**src/rtl/matrix_scan_driver_if.sv**
```systemverilog
`default_nettype none
// ============================================================================
// matrix_scan_driver_if : pixel write port and shift-register connector bundle
// Rev 1.0
// ============================================================================
interface matrix_scan_driver_if #(
   parameter int ROWS = 16,
   parameter int COLS = 16,
   parameter int BPP  = 2
);
   localparam int RW = (ROWS > 1) ? $clog2(ROWS) : 1;
   localparam int CW = (COLS > 1) ? $clog2(COLS) : 1;

   logic           wr_en;
   logic [RW-1:0]  wr_row;
   logic [CW-1:0]  wr_col;
   logic [BPP-1:0] wr_data;
   logic           swap_req;
   logic           frame_start;
   logic           sclk;
   logic           serial_data;
   logic           rclk;
   logic           clear_n;

   modport master (
      output wr_en, wr_row, wr_col, wr_data, swap_req,
      input  frame_start, sclk, serial_data, rclk, clear_n
   );

   modport slave (
      input  wr_en, wr_row, wr_col, wr_data, swap_req,
      output frame_start, sclk, serial_data, rclk, clear_n
   );
endinterface
`default_nettype wire

```
**src/rtl/matrix_scan_driver.sv**
```systemverilog
`default_nettype none
// ============================================================================
// matrix_scan_driver : row-multiplexed, binary-threshold grey-scale driver for
// cascaded 74HC595 LED boards; optional MATRIX_SCAN_DOUBLE_BUFFER_EN. Rev 1.0
// ============================================================================
module matrix_scan_driver #(
   parameter int ROWS    = 16,
   parameter int COLS    = 16,
   parameter int BPP     = 2,
   parameter int CLK_DIV = 100
) (
   input  wire logic           clk,
   input  wire logic           rst_n,
   matrix_scan_driver_if.slave bus
);
   localparam int NSUB  = (1 << BPP) - 1;
   localparam int NBITS = COLS + ROWS;
   localparam int RW    = (ROWS > 1) ? $clog2(ROWS) : 1;
   localparam int CW    = (COLS > 1) ? $clog2(COLS) : 1;
   localparam int KW    = $clog2(NBITS);
   localparam int DW    = $clog2(2 * CLK_DIV);

   typedef enum logic [0:0] {
      ST_SHIFT = 1'b0,
      ST_LATCH = 1'b1
   } state_t;

   state_t         state_q;
   logic [DW-1:0]  div_q;
   logic [KW-1:0]  bit_q;
   logic [RW-1:0]  row_q;
   logic [BPP-1:0] sub_q;
   logic           sclk_q;
   logic           sdata_q;
   logic           rclk_q;
   logic           clear_n_q;
   logic           frame_start_q;

   logic           frame_start_d;
   logic [CW-1:0]  col_d;
   logic [RW-1:0]  cat_row_d;
   logic [BPP-1:0] pix_d;
   logic           data_d;
   logic           wr_ok_d;

`ifdef MATRIX_SCAN_DOUBLE_BUFFER_EN
   logic [BPP-1:0] pix_q [2][ROWS][COLS];
   logic           bank_q;
   logic           pending_q;
   logic           swap_d;
   logic           front_d;

   // The exchange must already steer the very first anode read of the frame.
   assign swap_d  = frame_start_d && pending_q;
   assign front_d = bank_q ^ swap_d;
   assign pix_d   = pix_q[front_d][row_q][col_d];
`else
   logic [BPP-1:0] pix_q [ROWS][COLS];
   logic           unused_swap_req;

   assign unused_swap_req = bus.swap_req;
   assign pix_d           = pix_q[row_q][col_d];
`endif

   always_comb begin
      frame_start_d = (state_q == ST_SHIFT) && (div_q == '0) && (bit_q == '0)
                      && (row_q == '0) && (sub_q == '0);
      col_d         = CW'(COLS - 1 - int'(bit_q));
      cat_row_d     = RW'(int'(bit_q) - COLS);
      data_d        = (int'(bit_q) < COLS) ? (pix_d > sub_q) : (cat_row_d != row_q);
      wr_ok_d       = bus.wr_en && (int'(bus.wr_row) < ROWS) && (int'(bus.wr_col) < COLS);
   end

   always_ff @(posedge clk) begin
      if (!rst_n) begin
         state_q       <= ST_SHIFT;
         div_q         <= '0;
         bit_q         <= '0;
         row_q         <= '0;
         sub_q         <= '0;
         sclk_q        <= 1'b0;
         sdata_q       <= 1'b0;
         rclk_q        <= 1'b0;
         clear_n_q     <= 1'b0;
         frame_start_q <= 1'b0;
         for (int r = 0; r < ROWS; r++) begin
            for (int c = 0; c < COLS; c++) begin
`ifdef MATRIX_SCAN_DOUBLE_BUFFER_EN
               pix_q[0][r][c] <= '0;
               pix_q[1][r][c] <= '0;
`else
               pix_q[r][c] <= '0;
`endif
            end
         end
`ifdef MATRIX_SCAN_DOUBLE_BUFFER_EN
         bank_q    <= 1'b0;
         pending_q <= 1'b0;
`endif
      end else begin
         clear_n_q     <= 1'b1;
         frame_start_q <= frame_start_d;

`ifdef MATRIX_SCAN_DOUBLE_BUFFER_EN
         if (wr_ok_d) pix_q[~front_d][bus.wr_row][bus.wr_col] <= bus.wr_data;
         if (swap_d) begin
            bank_q    <= ~bank_q;
            pending_q <= bus.swap_req;
         end else if (bus.swap_req) begin
            pending_q <= 1'b1;
         end
`else
         if (wr_ok_d) pix_q[bus.wr_row][bus.wr_col] <= bus.wr_data;
`endif

         case (state_q)
            ST_SHIFT: begin
               rclk_q <= 1'b0;
               sclk_q <= (div_q >= DW'(CLK_DIV));
               if (div_q == '0) sdata_q <= data_d;
            end
            ST_LATCH: begin
               rclk_q  <= 1'b1;
               sclk_q  <= 1'b0;
               sdata_q <= 1'b0;
            end
         endcase

         if (div_q == DW'(2 * CLK_DIV - 1)) begin
            div_q <= '0;
            if (state_q == ST_SHIFT) begin
               if (bit_q == KW'(NBITS - 1)) begin
                  bit_q   <= '0;
                  state_q <= ST_LATCH;
               end else begin
                  bit_q <= bit_q + 1'b1;
               end
            end else begin
               state_q <= ST_SHIFT;
               if (row_q == RW'(ROWS - 1)) begin
                  row_q <= '0;
                  sub_q <= (sub_q == BPP'(NSUB - 1)) ? '0 : sub_q + 1'b1;
               end else begin
                  row_q <= row_q + 1'b1;
               end
            end
         end else begin
            div_q <= div_q + 1'b1;
         end
      end
   end

   assign bus.frame_start = frame_start_q;
   assign bus.sclk        = sclk_q;
   assign bus.serial_data = sdata_q;
   assign bus.rclk        = rclk_q;
   assign bus.clear_n     = clear_n_q;
endmodule
`default_nettype wire
```
**src/flat_wrapper.sv**
```systemverilog
// flat-port wrapper written by rule: the top's interface ports become plain ports
module matrix_scan_driver_flat 
#(
   parameter int ROWS    = 16,
   parameter int COLS    = 16,
   parameter int BPP     = 2,
   parameter int CLK_DIV = 100
)
  (clk, rst_n, bus_wr_en, bus_wr_row, bus_wr_col, bus_wr_data, bus_swap_req, bus_frame_start, bus_sclk, bus_serial_data, bus_rclk, bus_clear_n);
  matrix_scan_driver_if #(.ROWS(ROWS), .COLS(COLS), .BPP(BPP)) bus_i ();
  input  wire logic clk;
  input  wire logic rst_n;
  input wire logic [$bits(bus_i.wr_en)-1:0] bus_wr_en;
  input wire logic [$bits(bus_i.wr_row)-1:0] bus_wr_row;
  input wire logic [$bits(bus_i.wr_col)-1:0] bus_wr_col;
  input wire logic [$bits(bus_i.wr_data)-1:0] bus_wr_data;
  input wire logic [$bits(bus_i.swap_req)-1:0] bus_swap_req;
  output wire logic [$bits(bus_i.frame_start)-1:0] bus_frame_start;
  output wire logic [$bits(bus_i.sclk)-1:0] bus_sclk;
  output wire logic [$bits(bus_i.serial_data)-1:0] bus_serial_data;
  output wire logic [$bits(bus_i.rclk)-1:0] bus_rclk;
  output wire logic [$bits(bus_i.clear_n)-1:0] bus_clear_n;
  assign bus_i.wr_en = bus_wr_en;
  assign bus_i.wr_row = bus_wr_row;
  assign bus_i.wr_col = bus_wr_col;
  assign bus_i.wr_data = bus_wr_data;
  assign bus_i.swap_req = bus_swap_req;
  assign bus_frame_start = bus_i.frame_start;
  assign bus_sclk = bus_i.sclk;
  assign bus_serial_data = bus_i.serial_data;
  assign bus_rclk = bus_i.rclk;
  assign bus_clear_n = bus_i.clear_n;
  matrix_scan_driver #(.ROWS(ROWS), .COLS(COLS), .BPP(BPP), .CLK_DIV(CLK_DIV)) u_core (.clk(clk), .rst_n(rst_n), .bus(bus_i));
endmodule
```
**config.mk**
```make
export PLATFORM = sky130hd
export DESIGN_NAME = matrix_scan_driver_flat
export DESIGN_NICKNAME = d
export VERILOG_FILES = /design/src/rtl/matrix_scan_driver_if.sv /design/src/rtl/matrix_scan_driver.sv /design/src/flat_wrapper.sv
export SDC_FILE = /design/constraint.sdc
export NUM_CORES = 1
export LEC_CHECK = 0
export ABC_AREA = 1
export CAP_MARGIN = 30
export CORE_MARGIN = 10
export CORE_UTILIZATION = 25
export CTS_CLUSTER_SIZE = 30
export DETAILED_ROUTE_END_ITERATION = 8
export HOLD_SLACK_MARGIN = 0.1
export MAX_ROUTING_LAYER = met4
export SLEW_MARGIN = 5
export SYNTH_ARGS = -nofsm -noshare
export SYNTH_HDL_FRONTEND = slang
export SYNTH_SLANG_ARGS = --single-unit
```
**constraint.sdc**
```tcl
create_clock -name clk -period 2.2 [get_ports clk]
set_input_delay 0.44 -clock clk [delete_from_list [all_inputs] [get_ports clk]]
set_output_delay 0.44 -clock clk [all_outputs]
set_load 0.05 [all_outputs]
```
# --- After elaboration in Yosys (flattened, before gate mapping) ---
# Memory sizes are Yosys's and may differ from the RTL's. A register that Yosys moved wholly into a read port is not among the register bits.
# Index checks and enable logic that the tools add are counted.
totals:
  n_memories: 1
  regBits: 25
  wordCells: 72
  out_inout_bits: 5
  ramBits: 512
classes:
  add_sub_neg: 6
  bitwise_logic: 4
  eq_ne: 6
  muxes: 25
  n_lt_le_gt_ge: 6
  n_reduce_logical: 14
mem_list:
  columns: ["name", "depth", "width", "rd", "rd_clocked_by_memory_dff", "write_ports", "line", "text"]
  rows:
  - ["u_core.pix_q", 16, 32, 1, 1, 16, "matrix_scan_driver.sv:58", "logic [BPP-1:0] pix_q [ROWS][COLS];"]
ops:
  columns: ["operator", "count"]
  rows:
  - ["$mux 32", 3]
  - ["$reduce_or 32->1", 1]
  - ["$mux 4", 4]
  - ["$ge 5x5->1 const B", 2]
  - ["$not 4->5", 2]
  - ["$add 8x1->8 const B", 1]
  - ["$bmux 2 s4", 1]
  - ["$demux 2 s4", 1]
  - ["$eq 8x8->1 const B", 1]
  - ["$ge 8x7->1 const B", 1]
  - ["$logic_not 8->1", 1]
  - ["$mux 1", 8]
  - ["$mux 2", 4]
  - ["$pmux 1 s2", 3]
  - ["$add 5x1->5 const B", 1]
  - ["$eq 5x5->1 const B", 1]
  - ["$logic_and 1x1->1", 5]
  - ["$logic_not 5->1", 1]
  - ["$lt 5x1->1 const B", 1]
  - ["$lt 5x5->1 const B", 1]
  - ["$mux 5", 1]
  - ["$add 4x1->4 const B", 1]
  - ["$eq 4x4->1 const B", 1]
  - ["$logic_not 4->1", 1]
  - ["12 further kinds", 14]

# --- Depth between registers and ports, before layout ---
depth:
  depth_word: 9
  mapped_depth: 21
  depth_no_buf: 20

# --- Worst setup path before layout ---
# OpenSTA, ideal clock, no wires.
synth_timing:
  kind: "register to register"
  start: "reg (tool-made name)"
  end: "reg u_core.sdata_q, in the netlist u_core.bus.serial_data"
  n_path_buf: 2
  t_required_ps: 2130
  arrival_time_ps: 2109
  path_stages_with_launch: 19
  synth_period_minus_slack_ps: 2179
  setup_slack_ps: 21
  setup_time_ps: 70
  cell_sequence: "dfxtp_1 -> buf_2 -> clkinv_2 -> clkbuf_1 -> nor2_1 -> o21ai_0 -> nand3_1 -> nand3_1 -> nand2_1 -> a21oi_1 -> nand3_1 -> nand3_1 -> nand2_1 -> ha_1 -> nand2_1 -> inv_1 -> o21ai_0 -> nand3_1 -> a21oi_1"
synth_lines:
  columns: ["item", "line", "text"]
  rows:
  - ["end signal: assignment", "matrix_scan_driver.sv:120", "if (div_q == '0) sdata_q <= data_d;"]
  - ["end: declaration", "matrix_scan_driver.sv:34", "logic sdata_q;"]

==> results <==
- Entering global routing, the biggest net connects 97 pins.
- The area of the die is 120400 sq um.
- The global-route wire length before repair is 127600 microns.
- The category of the worst setup path launch point is a flop.
- Across the VDD grid, the largest voltage drop is 433.8 uV.
- The number of standard cells after synthesis is 3077.
- The half-perimeter wire length after placement is 54430 microns.
- At the worst endpoint, the required time is 2.75 ns.
- At the end of routability-driven placement, the weighted congestion stood at 0.8545.
- The via count of the first global-routing pass is around 22000.
- The number of top-level pins is 19.
- The vias per cell is 4.794.
- The fraction of the yosys area taken by sequential cells is 0.5969.
- The minimum setup slack after placement is -0.9962 ns.
- No sink is reached through more buffers than the 3 on the longest clock path.
- The worst max-slew margin expressed relative to the limit is 0.6167.
- The path class of the tightest hold or removal check is in -> reg.
- For this run, the number of Yosys warnings is 0.
- The CTS buffer count is 61.
- The checks that failed: negative setup slack.
- The cell area after layout is 34960 sq um.
- The synthesized design contains 541 register bits.
- The setup violation total in the final timing report is 1.
- The number of failing hold endpoints at the final stage was 0.
- The repair_antennas step left the layout with diodes totalling 0.
- The pre-antenna-repair detailed-routing pass consisted of 6 iterations.
- After detailed routing, the average wire length per cell comes to 17.51 microns.
- The number of slew-limit violations in the final report is 0.
- The synthesized area is roughly 27000 sq um.
- In this run the power density over the cells is between 600 and 700 nW/um^2.
- After the first detailed-routing iteration, the DRC count stood at 2552.
- A synthesized cell averages 8.687 sq um.
- The run finished, with violations left.
- In the final timing run, aggregate negative setup slack is -0.5803 ns.
- Detailed routing inserted a total of approximately 23000 vias.
- The worst clock skew on the final layout is 0.01086 ns.
- The area of the placeable core is 105700 sq um.
- The floorplan die width is 347.0 microns.
- The number of nets with antenna violations after detailed routing is 0.
- The type of the worst setup path is reg -> reg.
- The ratio of cells with drive above 1 in the final layout is 0.2010.
- For this run the aggregate overflow at the end of global routing stands at 0.
- The final critical-path setup slack is -0.5803 ns.
- The post-route DRC violation count is 0.
- The net total in the final layout is 3425.
- The clock net in this run drives a total of 541 sinks.
- The floorplan has ~120 rows.
- The clock slew seen by the registers of the worst setup and hold paths is 0.06 ns.
- At the pin with the least slew margin, the transition time is 0.5750 ns.
- TritonCTS built the clock tree.
- The H-tree level count is 2.
- The maximum frequency from static timing analysis is 359.7 MHz.
- The initial utilization of the core area, before any placement, comes to 0.2528.
- At the worst endpoint, the arrival time is 3.33 ns.
- The number of input and output port buffers inserted is 17.
- Setup repair after global routing could not meet its margin everywhere.
- Of the available clock period, the critical path in the final layout requires 1.264.
- The post-detailed-routing wire length is 84700 microns.
- CTS placed an instance of clkbuf_16 at the clock tree root.
- The count of max-cap constraint violations is 0.
- Relative to the synthesized area, the layout overhead comes to 30.79%.
- Summing all placed instances gives a cell area of 31950 sq um.
- The initial antenna violation count is 0.
- In this run the static leakage power is around 14 nW.
- The die height is 347.0 microns.
- In this run the worst path has a maximum fanout of 7.
- Hold is met by roughly 0.18 ns.
- The total routing usage reported by global routing is 0.1368.
- The number of nets in the synthesized netlist is 3100.
- The count of unique library cells instantiated by Yosys is 32.
- At the later pin of the worst-skew pair, clock insertion delay measures roughly 0.63 ns.
- The worst setup path is captured at a flop.
- The minimum clock period after layout is 2.780 ns.
- The number of hold buffers added after CTS was 0.
layer usage:
metal  vias to the layer above  GRT usage  share of wire
met1                     11130     0.1783           0.43
met3                       151    0.01833          0.079
li1                      10940          -              -
met5                         -          -              0
met4                         0    0.04075          0.027
met2                       976     0.2203           0.47
cell families (layout without fill, tap and decap cells):
logic type / Yosys count / count (layout) / share of synthesized area
AO/OA/AOI/OAI: 216 / 216 / 0.04339
XOR/XNOR: 3 / 3 / 0.0009832
adder cells (fa/ha/maj): 9 / 9 / 0.004213
buffers and inverters: 362 / 732 / 0.05631
flip-flops: 541 / 541 / 0.5969
AND/OR/NAND/NOR: 1946 / 1946 / 0.2982
timing repair:
item | in CTS | in global routing
gates resized for setup | 57 | 78
endpoints found under the setup margin | 6 | 1
setup buffers | 10 | 3
gates cloned | 9 | 10
pin swaps | 21 | 48
power by group:
group          switching [mW]  total [mW]  internal, mW
Sequential              0.160        11.9          11.7
Combinational           0.911        1.32         0.410
Clock                    4.15        9.88          5.73
Total                    5.22        23.1          17.9
registers in the layout, summed over array words and instances, names as in the netlist, named ones only:
signal	cells
u_core.bit_q	5
u_core.sub_q	2
u_core.row_q	4
u_core.bus.rclk	1
u_core.div_q	8
u_core.state_q	1
u_core.bus.sclk	1
u_core.pix_q	512
u_core.bus.serial_data	1
u_core.bus.clear_n	1
u_core.bus.frame_start	1
Yosys cell counts, drive strengths merged:
cell type | count | area [sq um]
nand4 | 6 | 37.54
clkbuf | 140 | 525.5
nor4 | 1 | 6.260
or2 | 3 | 18.77
a21oi | 23 | 115.1
nand2 | 889 | 3337
nor3b | 1 | 7.510
xor2 | 3 | 26.28
o211ai | 27 | 202.7
a31oi | 2 | 12.51
buf | 105 | 539.3
nor2 | 577 | 2211
ha | 9 | 112.6
o21ai | 160 | 800.8
a211oi | 1 | 7.510
clkinv | 3 | 12.51
dfxtp | 29 | 580.6
nor3 | 151 | 755.7
edfxtp | 512 | 15370
a221oi | 1 | 8.760
o22ai | 2 | 12.51
nand3 | 318 | 1597
inv | 114 | 427.9
layout make-up:
class                   count  area [sq um]
repair buffers            506          5196
repair inverters            1         11.26
fillers                 10670         70750
inverters                 117         483.0
flip-flops and latches    541         15960
clock buffers              73          1612
multi-input cells        2174          9664
clock inverters            35         289.0
well taps                1391          1740
critical path, cell delays in order (launching register included):
cell,delay [ns]
dfxtp_4,0.39
buf_12,0.15
clkinv_16,0.08
buf_12,0.16
buf_16,0.14
nand2_1,0.06
nand2_1,0.05
nand2_1,0.06
nand3_2,0.08
nand3_2,0.10
nand2_2,0.08
nand2_1,0.06
nand2_1,0.06
nor2_2,0.16
nand2_1,0.12
nand3_1,0.10
nand2_1,0.07
inv_1,0.09
ha_4,0.20
nand2_2,0.05
inv_2,0.04
o21ai_4,0.17
nand3_1,0.09
a21oi_1,0.13
cells in the final DEF (no fill, tap or decap), types with 6 or more instances in the layout:
master,count
buf_4,385
nand2_1,874
dfxtp_1,26
clkinv_1,15
clkbuf_1,8
o21ai_0,135
nor2_2,26
clkinv_2,15
buf_6,9
nand2_2,13
nand4_1,6
o211ai_1,27
nand3_2,37
inv_2,9
nand3_1,279
nor3_1,151
nor2_1,549
inv_1,102
clkdlybuf4s50_1,11
a21oi_1,18
o21ai_1,18
edfxtp_1,512
ha_1,7
clkbuf_16,69
buf_12,71
buf_16,7
through the flow:
stage	power (mW)	instances	utilization
finish	23.09	4838	0.3307
global route	23.76	4838	0.3307
CTS	23.16	4825	0.3255
detailed placement	13.38	4699	0.3022
global placement	13.35	4699	0.3022
floorplan	12.77	3077	-
final timing paths:
kind / startpoint / to / slack, ns / depth (start not counted)
max: flop / u_core.bus.serial_data / -0.58 / 23
min: rst_n / u_core.bus.clear_n / 0.18 / 2
max reg2reg: flop / u_core.bus.serial_data / -0.58 / 23
min reg2reg: u_core.div_q[0] / u_core.div_q[0] / 0.47 / 1
Note: power is estimated with default switching activity, not from simulation.
